--- src/rtl/fetch_unit.sv ---
// Instruction fetch stage: PC register, next-PC select, FETCH/HALTED FSM and IF/DE latch.
// Optional `BTB_EN adds a 4-entry direct-mapped branch target buffer. It is indexed by PC[3:2]
// and tagged by PC[31:4]; with BTB_EN undefined there are no bt_* ports and de_pred is tied 0.
module fetch_unit #(
    parameter logic [31:0] PCINIT = 32'h00000000
) (
    input  logic        CLK,
    input  logic        nRST,
    input  logic        pcen,
    input  logic        deen,
    input  logic        deflush,
    input  logic [1:0]  PCSel,
    input  logic [31:0] brtarget,
    input  logic [31:0] jtarget,
    input  logic [31:0] jrtarget,
    input  logic        halt,
    input  logic        ihit,
    input  logic [31:0] iload,
`ifdef BTB_EN
    input  logic        bt_upd,
    input  logic [31:0] bt_pc,
    input  logic [31:0] bt_tgt,
    input  logic        bt_taken,
`endif
    output logic        imemREN,
    output logic [31:0] imemaddr,
    output logic [31:0] de_instr,
    output logic [31:0] de_npc,
    output logic        de_pred
);

    typedef enum logic {FETCH = 1'b0, HALTED = 1'b1} state_t;

    state_t      state_q, state_d;
    logic [31:0] pc_q, pc_d;
    logic [31:0] de_instr_q, de_instr_d;
    logic [31:0] de_npc_q, de_npc_d;
    logic [31:0] seqpc;
    logic [31:0] nextpc;
    logic        btb_hit;
    logic [31:0] btb_target;

    // The hazard unit folds ihit into pcen/deen, so the fetch stage never looks at it.
    logic unused_ihit;
    assign unused_ihit = ihit;

`ifdef BTB_EN
    logic        valid_q [4];
    logic        valid_d [4];
    logic [27:0] tag_q   [4];
    logic [31:0] tgt_q   [4];
    logic        de_pred_q, de_pred_d;
    logic [1:0]  upd_idx;
    logic        unused_bt_pc;

    assign upd_idx      = bt_pc[3:2];
    assign unused_bt_pc = ^bt_pc[1:0];

    // Lookup reads only the registered arrays, so a same-cycle update is not yet visible.
    assign btb_hit    = valid_q[pc_q[3:2]] && (tag_q[pc_q[3:2]] == pc_q[31:4]);
    assign btb_target = tgt_q[pc_q[3:2]];

    // Valid-bit update: a taken branch allocates; a not-taken branch evicts only its own entry.
    always_comb begin
        for (int i = 0; i < 4; i++) valid_d[i] = valid_q[i];
        if (bt_upd) begin
            if (bt_taken)
                valid_d[upd_idx] = 1'b1;
            else if (tag_q[upd_idx] == bt_pc[31:4])
                valid_d[upd_idx] = 1'b0;
        end
    end

    // Valid bits are reset; tag and target payload are meaningless while invalid.
    always_ff @(posedge CLK or negedge nRST) begin
        if (!nRST) begin
            for (int i = 0; i < 4; i++) valid_q[i] <= 1'b0;
        end else begin
            for (int i = 0; i < 4; i++) valid_q[i] <= valid_d[i];
        end
    end

    // Tag/target payload written on taken-branch allocation.
    always_ff @(posedge CLK) begin
        if (bt_upd && bt_taken) begin
            tag_q[upd_idx] <= bt_pc[31:4];
            tgt_q[upd_idx] <= bt_tgt;
        end
    end

    // Prediction flag is latched alongside the instruction it belongs to.
    always_comb begin
        de_pred_d = de_pred_q;
        if (deflush)
            de_pred_d = 1'b0;
        else if (deen && state_q == FETCH)
            de_pred_d = btb_hit;
    end

    // IF/DE prediction bit register.
    always_ff @(posedge CLK or negedge nRST) begin
        if (!nRST) de_pred_q <= 1'b0;
        else       de_pred_q <= de_pred_d;
    end

    assign de_pred = de_pred_q;
`else
    assign btb_hit    = 1'b0;
    assign btb_target = 32'h0;
    assign de_pred    = 1'b0;
`endif

    // Sequential PC wraps naturally modulo 2^32.
    assign seqpc = pc_q + 32'd4;

    // Next-PC select; a BTB hit only redirects the sequential path.
    always_comb begin
        nextpc = seqpc;
        unique case (PCSel)
            2'd0: nextpc = btb_hit ? btb_target : seqpc;
            2'd1: nextpc = brtarget;
            2'd2: nextpc = jtarget;
            2'd3: nextpc = jrtarget;
        endcase
    end

    // FSM, PC and IF/DE latch next-state; HALTED is left only through reset.
    always_comb begin
        state_d    = state_q;
        pc_d       = pc_q;
        de_instr_d = de_instr_q;
        de_npc_d   = de_npc_q;
        if (state_q == FETCH) begin
            if (halt && deen) state_d = HALTED;
            if (pcen)         pc_d    = nextpc;
        end
        if (deflush) begin
            de_instr_d = 32'h0;
            de_npc_d   = 32'h0;
        end else if (deen && state_q == FETCH) begin
            de_instr_d = iload;
            de_npc_d   = seqpc;
        end
    end

    // State, PC and IF/DE registers with asynchronous reset.
    always_ff @(posedge CLK or negedge nRST) begin
        if (!nRST) begin
            state_q    <= FETCH;
            pc_q       <= PCINIT;
            de_instr_q <= 32'h0;
            de_npc_q   <= 32'h0;
        end else begin
            state_q    <= state_d;
            pc_q       <= pc_d;
            de_instr_q <= de_instr_d;
            de_npc_q   <= de_npc_d;
        end
    end

    assign imemaddr = pc_q;
    assign imemREN  = (state_q == FETCH);
    assign de_instr = de_instr_q;
    assign de_npc   = de_npc_q;

endmodule

--- config.mk ---
export PLATFORM = sky130hd
export DESIGN_NAME = fetch_unit
export DESIGN_NICKNAME = d
export VERILOG_FILES = /design/src/rtl/fetch_unit.sv
export SDC_FILE = /design/constraint.sdc
export NUM_CORES = 1
export LEC_CHECK = 0
export CAP_MARGIN = 15
export CORE_MARGIN = 1
export CORE_UTILIZATION = 31
export CTS_CLUSTER_DIAMETER = 50
export DETAILED_ROUTE_END_ITERATION = 10
export PLACE_DENSITY = 0.68
export SYNTH_ARGS = -nofsm -noshare
export SYNTH_HDL_FRONTEND = slang
export SYNTH_SLANG_ARGS = --single-unit
--- constraint.sdc ---
create_clock -name CLK -period 6.5 [get_ports CLK]
set_input_delay 1.3 -clock CLK [delete_from_list [all_inputs] [get_ports CLK]]
set_output_delay 1.3 -clock CLK [all_outputs]
set_load 0.05 [all_outputs]
==> reports/summary.txt, run 1 <==
status = completed
CP cell instances = clkdlybuf4s50_1
CP bufs+invs = 1
Seq/Total Area, Yosys = 0.455
synthesized flop and latch total = 97
Synth Warn # = 0
clock latency at the later pin of the worst-skew pair = 0.35 ns
post-DP HPWL = 12.6 mm
CP endpoint kind = output pin
prevailing post-synth register cell = dfrtp_1
VDD IR max = 0.136 mV
dominant cell by count in the synthesized netlist = dfrtp_1
IO Pins = 235
Diodes inserted = 0
Num CTS Buffers = 9
clk buf depth = 2
Post-synth EDFFs = 0
Tcrit/Tclk final = 0.481
Layout fillers = 1547
fraction of registers with async set/reset = 1.00
global-route wire length before repair = 28.7 mm
Flop pwr share = 0.455
initial antenna violation count = 0
hold crit path type = reg2reg
port buffer count = 232
maximum fanout count along the critical path = 12
Slowest-stage cell, CP = clkdlybuf4s50_1
total vias in the final route = 5148
WP data arrival = 1.83 ns
Final setup viols = 0
Synth Net Count = 654
Syn Area/Cell = 10.3 sq um
row count = 47
Syn Inst Count = 516
effective utilization at floorplan = 0.319
Hold Buf Count CTS = 0
1st-iter DRT viols = 256
synthesized cell area = 5330 sq um
clk slew on worst S/H paths = 0.08 ns
CP peak stage delay = 0.91 ns
count of different cell masters after synthesis = 58
Hold WS = 0.481 ns
largest cells by area after synthesis = dfrtp_1 46%, a22o_1 6.6%, mux2i_1 6.2%, nand2_1 3.4%, a2bb2oi_1 2.6%
endpoints failing hold = 0
Nets = 858
clk root buf = clkbuf_16
max-cap violations = 0
Initial DRT Pass Iterations = 4
Sw Share = 0.273
Max-slew headroom = 0.200
Detailed Route WL = 18.1 mm
Comb pwr share = 0.157
LEAKAGE = 3.24 nW
dpl ws = 2.91 ns
layout cells sized above 1 = 0.0745
postcts setup bufs = 0
Worst path top cell family by delay = buffers and inverters
RSZ-0062 raised after global routing = no
Final min period = 3.13 ns
CP Class = reg2out
vias in the first global route = 5373
fmax = 320 MHz
power density cells = 169 nW/um^2
Synth area leader = dfrtp_1
Die X = 133 um
Die H = 133 um
CP startpoint kind = register
Area Growth Syn to Fin = 52.1%
Final TNS setup = 0 ns
internal power = 0.994 mW
GRT Total Usage = 0.207
DR vias/cell = 5.45
residual overflow from global routing = 0
largest net degree at the start of global routing = 65
Placeable Area = 16700 sq um
wire length per cell = 19.2 um
clk_skew = 0.00999 ns
Post-CTS Resized = 0
post-synth top area share = 0.455
clock power share = 0.389
number of H-tree levels = 3
final count of pins violating max slew = 0
DRC viols = 0
Least-Margin Pin Slew = 1.19 ns
post-route ant nets = 0
final worst slack = 3.37 ns
CTS tree = built
Post-synth top cells = 97 x dfrtp_1, 49 x nand2_1, 40 x a22o_1
die area = 17700 sq um
routability congestion estimate = 0.789
Switch Pwr = 0.374 mW
CTS sink cnt = 97
Req. time, crit path = 5.20 ns
state kept, by name (all words and copies together), names as in the netlist:
name,cells
state_q,1
imemaddr,32
de_npc,32
de_instr,32
metrics by stage:
step                power, mW  instances  area (sq um)  utilization
global placement        0.845        928          7810        0.468
CTS                      1.38        944          8100        0.485
finish                   1.37        945          8110        0.486
detailed placement      0.849        928          7810        0.468
global route             1.42        945          8110        0.486
floorplan               0.720        516          5330            -
worst paths after layout:
| check | slack, ns | start | endpoint | cells past startpoint |
|---|---|---|---|---|
| worst max-delay path | 3.37 | imemaddr[17] | imemaddr[17] | 1 |
| worst max register to register | 3.96 | imemaddr[7] | imemaddr[19] | 4 |
| max in group asynchronous | 4.42 | nRST | imemaddr[10] | 2 |
| min in group asynchronous | 0.93 | nRST | de_instr[19] | 1 |
| worst min-delay path | 0.48 | de_npc[17] | de_npc[17] | 2 |
| worst min register to register | 0.48 | de_npc[17] | de_npc[17] | 2 |
worst min-delay path: stages (launching register included):
cell and delay, ns:
dfrtp_1 0.35, nand2_1 0.05, o21ai_0 0.06
metal layers:
metal | wire [um] | GRT usage | vias to the layer above
li1 | - | - | 2391
met1 | 7920 | 0.261 | 2549
met2 | 8800 | 0.352 | 176
met3 | 959 | 0.0331 | 32
met4 | 437 | 0.0859 | 0
met5 | 0 | 0 | -
cell usage in the layout (no fill, tap or decap), drive strengths merged, types with 3 or more instances in the layout:
cell type / instances
clkdlybuf4s50: 229
dfrtp: 97
nand2: 49
a22o: 40
mux2i: 33
nor2: 26
o21ai: 22
a2bb2oi: 16
a311oi: 15
a21oi: 14
buf: 13
a221o: 12
nand3: 11
nor3: 11
xnor2: 10
clkbuf: 9
and2: 8
a211oi: 8
mux2: 8
nand4: 7
inv: 7
and3: 6
mux4: 6
nor4: 6
or4: 5
a31oi: 4
o311a: 4
xor2: 4
a22oi: 4
and4: 3
o221ai: 3
o2bb2ai: 3
or2: 3
final cells by class:
class | count | area, sq um | share of cell area
Tap cell | 220 | 275 | 0.0339
Sequential cell | 97 | 2430 | 0.299
Timing Repair Buffer | 242 | 2390 | 0.294
Multi-Input combinational cell | 366 | 2720 | 0.335
Inverter | 4 | 15.0 | 0.00185
Clock buffer | 9 | 225 | 0.0278
Clock inverter | 7 | 63.8 | 0.00787
power by group through the flow:
stage / registers [mW] / clock network, mW / logic [mW]
final: 0.622 / 0.532 / 0.214
after global routing: 0.624 / 0.569 / 0.229
after CTS: 0.622 / 0.546 / 0.216
after detailed placement: 0.634 / 0 / 0.215
after global placement: 0.633 / 0 / 0.212
after floorplan: 0.650 / 0 / 0.0703
logic make-up after synthesis:
| logic type | count (synthesis) | share of synthesized area |
|---|---|---|
| xor+xnor | 14 | 0.0230 |
| other cells | 1 | 0.000703 |
| simple gates | 144 | 0.139 |
| compound gates | 159 | 0.235 |
| mux | 47 | 0.104 |
| flops | 97 | 0.455 |
| fa+ha+maj | 1 | 0.00235 |
| buf+inv | 53 | 0.0408 |
No activity file was read; power rests on OpenSTA's default activity.
==> run 2: changes to the inputs <==
--- a/config.mk
+++ b/config.mk
@@ -10,7 +10,7 @@
 export CORE_UTILIZATION = 31
 export CTS_CLUSTER_DIAMETER = 50
 export DETAILED_ROUTE_END_ITERATION = 10
-export PLACE_DENSITY = 0.68
+export PLACE_DENSITY = 0.71
 export SYNTH_ARGS = -nofsm -noshare
 export SYNTH_HDL_FRONTEND = slang
 export SYNTH_SLANG_ARGS = --single-unit
==> constraint.sdc (replaced) <==
create_clock -name CLK -period 2.55 [get_ports CLK]
set_input_delay 0.51 -clock CLK [delete_from_list [all_inputs] [get_ports CLK]]
set_output_delay 0.51 -clock CLK [all_outputs]
set_load 0.05 [all_outputs]
==> run 2 against run 1 <==
  * Core utilization is 1.3 points higher
  * Via count is 0.45% higher
  * Wire length is 0.47% lower
  * Setup slack worse by 3.2 ns
  * Count of clock-buffer cells in the layout is 1 higher
  * Combinational power grew to 2.6 times the previous value
  * Largest cell class unchanged
==> reports/summary.txt, run 2 (same netlist as run 1, synthesis figures left out) <==
WP data arrival = 1.82 ns (was 1.83 ns)
CP Class = reg2out (unchanged)
Least-Margin Pin Slew = 0.588 ns (was 1.19 ns)
die area = 17700 sq um (unchanged)
effective utilization at floorplan = 0.319 (unchanged)
clock latency at the later pin of the worst-skew pair = 0.34 ns (was 0.35 ns)
Final min period = 2.33 ns
clk slew on worst S/H paths = 0.07 ns (was 0.08 ns)
Final TNS setup = 0 ns (unchanged)
Max-slew headroom = 0.604 (was 0.200)
R2R Setup Slk = 0.35 ns (was 3.96 ns)
endpoints failing hold = 0 (unchanged)
final count of pins violating max slew = 0 (unchanged)
DRC viols = 0 (unchanged)
postcts setup bufs = 0 (unchanged)
Final setup viols = 0 (unchanged)
CP startpoint kind = register (unchanged)
max-cap violations = 0 (unchanged)
Tot Pwr = 3.62 mW (was 1.37 mW)
power density cells = 435 nW/um^2 (was 169 nW/um^2)
CTS tree = built (unchanged)
Area Growth Syn to Fin = 56.2% (was 52.1%)
Tcrit/Tclk final = 0.915
Nets = 875 (was 858)
number of H-tree levels = 3 (unchanged)
total vias in the final route = 5171 (was 5148)
wire length per cell = 18.7 um (was 19.2 um)
fmax = 429 MHz
GRT Total Usage = 0.208 (was 0.207)
post-DP HPWL = 13.1 mm (was 12.6 mm)
global-route wire length before repair = 28.7 mm (about the same)
layout cells sized above 1 = 0.0943 (was 0.0745)
Num CTS Buffers = 9 (unchanged)
placed insts = 946 (was 928)
clk root buf = clkbuf_16 (unchanged)
VDD IR max = 0.292 mV (was 0.136 mV)
residual overflow from global routing = 0 (unchanged)
hold crit path type = in2async (was reg2reg)
1st-iter DRT viols = 327 (was 256)
maximum fanout count along the critical path = 5 (was 12)
IO Pins = 235 (unchanged)
Post-CTS Resized = 0 (unchanged)
leading cell types in the layout, fill and taps excluded = 229 x clkdlybuf4s50_1, 97 x dfrtp_1, 49 x nand2_1, 40 x a22o_1, 33 x mux2i_1 (unchanged)
clk buf depth = 2 (unchanged)
status = completed (unchanged)
LEAKAGE = 3.34 nW (was 3.24 nW)
Initial DRT Pass Iterations = 5 (was 4)
clk_skew = 0.00641 ns (was 0.00999 ns)
RSZ-0062 raised after global routing = no (unchanged)
Layout fillers = 1495 (was 1547)
CTS sink cnt = 97 (unchanged)
Hold WS = 0.140 ns (was 0.481 ns)
routability congestion estimate = 0.815 (was 0.789)
port buffer count = 232 (unchanged)
largest net degree at the start of global routing = 65 (unchanged)
CP endpoint kind = output pin (unchanged)
row count = 47 (unchanged)
DR vias/cell = 5.38 (was 5.45)
initial antenna violation count = 0 (unchanged)
vias in the first global route = 5319 (was 5373)
Die H = 133 um (unchanged)
commonest non-fill, non-tap cell in the layout = clkdlybuf4s50_1 (unchanged)
Hold Buf Count CTS = 0 (unchanged)
Final Non-Filler Cells = 962 (was 945)
Detailed Route WL = 18.0 mm (was 18.1 mm)
Placeable Area = 16700 sq um (unchanged)
Req. time, crit path = 2.04 ns (was 5.20 ns)
Diodes inserted = 0 (unchanged)
post-route ant nets = 0 (unchanged)
Die X = 133 um (unchanged)
-- run 2: cell types whose count changed in the layout (fill, tap and decap cells not counted), sizes merged --
cell	before	now
bufinv	0	2
inv	7	5
clkbuf	9	10
buf	13	30
clkinv	2	0
clkinvlp	2	3
-- run 2: final timing paths --
path | startpoint | to | cells after the start
min reg2reg | de_npc[12] | de_npc[12] | 2
max in group asynchronous | nRST | imemaddr[24] | 2
min | nRST | de_npc[11] | 1
min in group CLK | de_npc[12] | de_npc[12] | 2
max | state_q | imemREN | 2
max reg2reg | imemaddr[7] | de_npc[31] | 5
-- run 2: area by class of cell --
class	count	area, sq um	area share
inverters	4	15.0	0.00180
repair buffers	259	2570	0.309
well taps	220	275	0.0330
multi-input cells	366	2720	0.326
clock inverters	6	91.3	0.0110
flip-flops and latches	97	2430	0.291
clock buffers	10	229	0.0275
-- run 2: critical path: stages, from the launching register on --
cell and delay, ns:
dfrtp_1 0.46, inv_1 0.18, clkdlybuf4s50_1 0.84
-- run 2: through the flow --
stage	cell area [sq um]	utilization	setup WS [ns]
after floorplan	5330	-	0.0847
after global placement	8010	0.480	0.330
after detailed placement	8010	0.480	0.302
after CTS	8330	0.499	0.205
after global routing	8330	0.499	0.168
final	8330	0.499	0.217
-- run 2: power breakdown --
part | leakage [nW] | internal [mW] | switching [mW]
clock network | 0.145 | 0.864 | 0.605
logic | 1.89 | 0.315 | 0.253
registers | 1.31 | 1.55 | 0.0308
-- run 2: per-layer routing --
layer / track usage / share of wire / vias up
li1: - / - / 2428
met1: 0.269 / 0.44 / 2511
met2: 0.351 / 0.48 / 197
met3: 0.0282 / 0.049 / 35
met4: 0.0852 / 0.024 / 0
met5: 0 / 0 / -
==> variant: new RTL, settings of run 2 <==
`de_instr_q` no longer has a reset.
--- a/src/rtl/fetch_unit.sv
+++ b/src/rtl/fetch_unit.sv
@@ -148,14 +148,16 @@
         if (!nRST) begin
             state_q    <= FETCH;
             pc_q       <= PCINIT;
-            de_instr_q <= 32'h0;
             de_npc_q   <= 32'h0;
         end else begin
             state_q    <= state_d;
             pc_q       <= pc_d;
-            de_instr_q <= de_instr_d;
             de_npc_q   <= de_npc_d;
         end
+    end
+
+    always_ff @(posedge CLK) begin
+        de_instr_q <= de_instr_d;
     end
 
     assign imemaddr = pc_q;
Formal check against the unedited RTL: not equivalent (Yosys sat finds a counterexample within 4 cycles, from zero or initial values and one cycle with nRST low).
==> variant against run 2 <==
  * Area after synthesis is 0.49% lower
  * Setup slack worse by 0.016 ns
  * Highest routed layer unchanged
  * Routed wire length is 4.1% higher
  * Final area is 0.90% lower
  * Sequential power hardly changed
  * Utilization is 0.27 points lower
  * Sequential cell count stayed put
  * Non-clock buffer count is 9 higher
  * Total power is 3.8% lower
  * Maximum frequency is 0.68% lower
==> variant: results (changes against run 2) <==
status - finished clean
Synth async-reset ratio - 0.6701 (-0.3299)
main area contributors after synthesis - dfrtp_1 (31%), dfxtp_1 (12%), a22o_1 (6.4%), mux2i_1 (4.5%), mux4_2 (3.8%)
fill count - 1586 (+6.1%)
clock group total power - 1.31 mW (-11%)
pre-CTS setup slack - 0.3397 ns (+0.03759 ns)
critical path arrival - 1.84 ns (+0.02 ns)
Unique masters post-synth - 64 (+10%)
Total Wirelength - 18.77 mm (+4.1%)
clk_skew - 0.008774 ns (+0.002362 ns)
Logic power comb - 0.593 mW (+4.6%)
Cells after DPL - 979 (+3.5%)
R2R setup slack - 0.42 ns (+0.07 ns)
Worst Path Max Fanout - 10 (+5)
FF-to-FF Start - imemaddr[16]
global-route wire length before repair - 29.77 mm (+3.7%)
DR vias - 5347 (+3.4%)
largest net degree at the start of global routing - 66 (+1.5%)
DP Area - 7981 um^2 (-0.36%)
Synthesized Nets - 680 (+4.0%)
number of global-route vias before repair - 5208 (-2.1%)
Max IR drop VDD - 0.0003048 V (+4.5%)
CP startpoint - imemaddr[26]
Post-synth top cells - dfrtp_1 (65), nand2_1 (53), a22o_1 (39)
Cells after Synth - 542 (+5.0%)
fin crit period - 2.349 ns (+0.01592 ns)
leakage - 3.223 nW (-3.6%)
Net Sw Frac - 0.2627 (+0.01718)
Seq/Total Area, Yosys - 0.4273 (-0.02793)
Worst path max stage delay - 0.91 ns (+0.07 ns)
Detailed Place HPWL - 13.70 mm (+4.4%)
## variant: cell types whose count changed after synthesis, sizes merged, moves of 5 or more
cell | before | now
o22a | 2 | 7
dfxtp | 0 | 32
nand3 | 11 | 16
buf | 12 | 17
a2bb2oi | 16 | 9
a311oi | 15 | 10
nand4 | 7 | 13
mux2i | 33 | 24
dfrtp | 97 | 65
a31oi | 4 | 10
## variant: kinds of logic after synthesis
| kind of cell | Yosys count | share of synthesized area |
|---|---|---|
| XOR/XNOR | 15 | 0.02476 |
| AO/OA/AOI/OAI | 162 | 0.2339 |
| multiplexers | 42 | 0.1026 |
| other | 1 | 0.0007067 |
| AND/OR/NAND/NOR | 167 | 0.1615 |
| flip-flops | 97 | 0.4273 |
| buffers and inverters | 57 | 0.04692 |
| adder cells (fa/ha/maj) | 1 | 0.002358 |
## variant: routing by layer
| layer | global-route usage | wire length, um | part of all wire | vias up |
|---|---|---|---|---|
| met5 | 0 | 0 | 0 | - |
| met3 | 0.04943 | 1245 | 0.066 | 30 |
| met4 | 0.07024 | 391 | 0.021 | 0 |
| met1 | 0.2965 | 8376 | 0.45 | 2553 |
| li1 | - | - | - | 2529 |
| met2 | 0.3424 | 8753 | 0.47 | 235 |
## variant: layout make-up
type,instances,area (um^2),area share
Multi-Input combinational cell,388,2814,0.3409
Timing Repair Buffer,268,2603,0.3152
Sequential cell,97,2267,0.2746
Tap cell,220,275.3,0.03334
Clock buffer,12,246.5,0.02986
Clock inverter,4,27.53,0.003334
Inverter,6,22.52,0.002728
## variant: worst paths after layout
| check | cells after the start | to |
|---|---|---|
| setup / recovery | 1 | imemaddr[26] |
| hold / removal | 2 | imemaddr[30] |
| setup reg to reg | 4 | de_npc[22] |
| hold reg to reg | 1 | de_instr[2] |
| max in group asynchronous | 2 | state_q |
| min in group CLK | 1 | de_instr[2] |
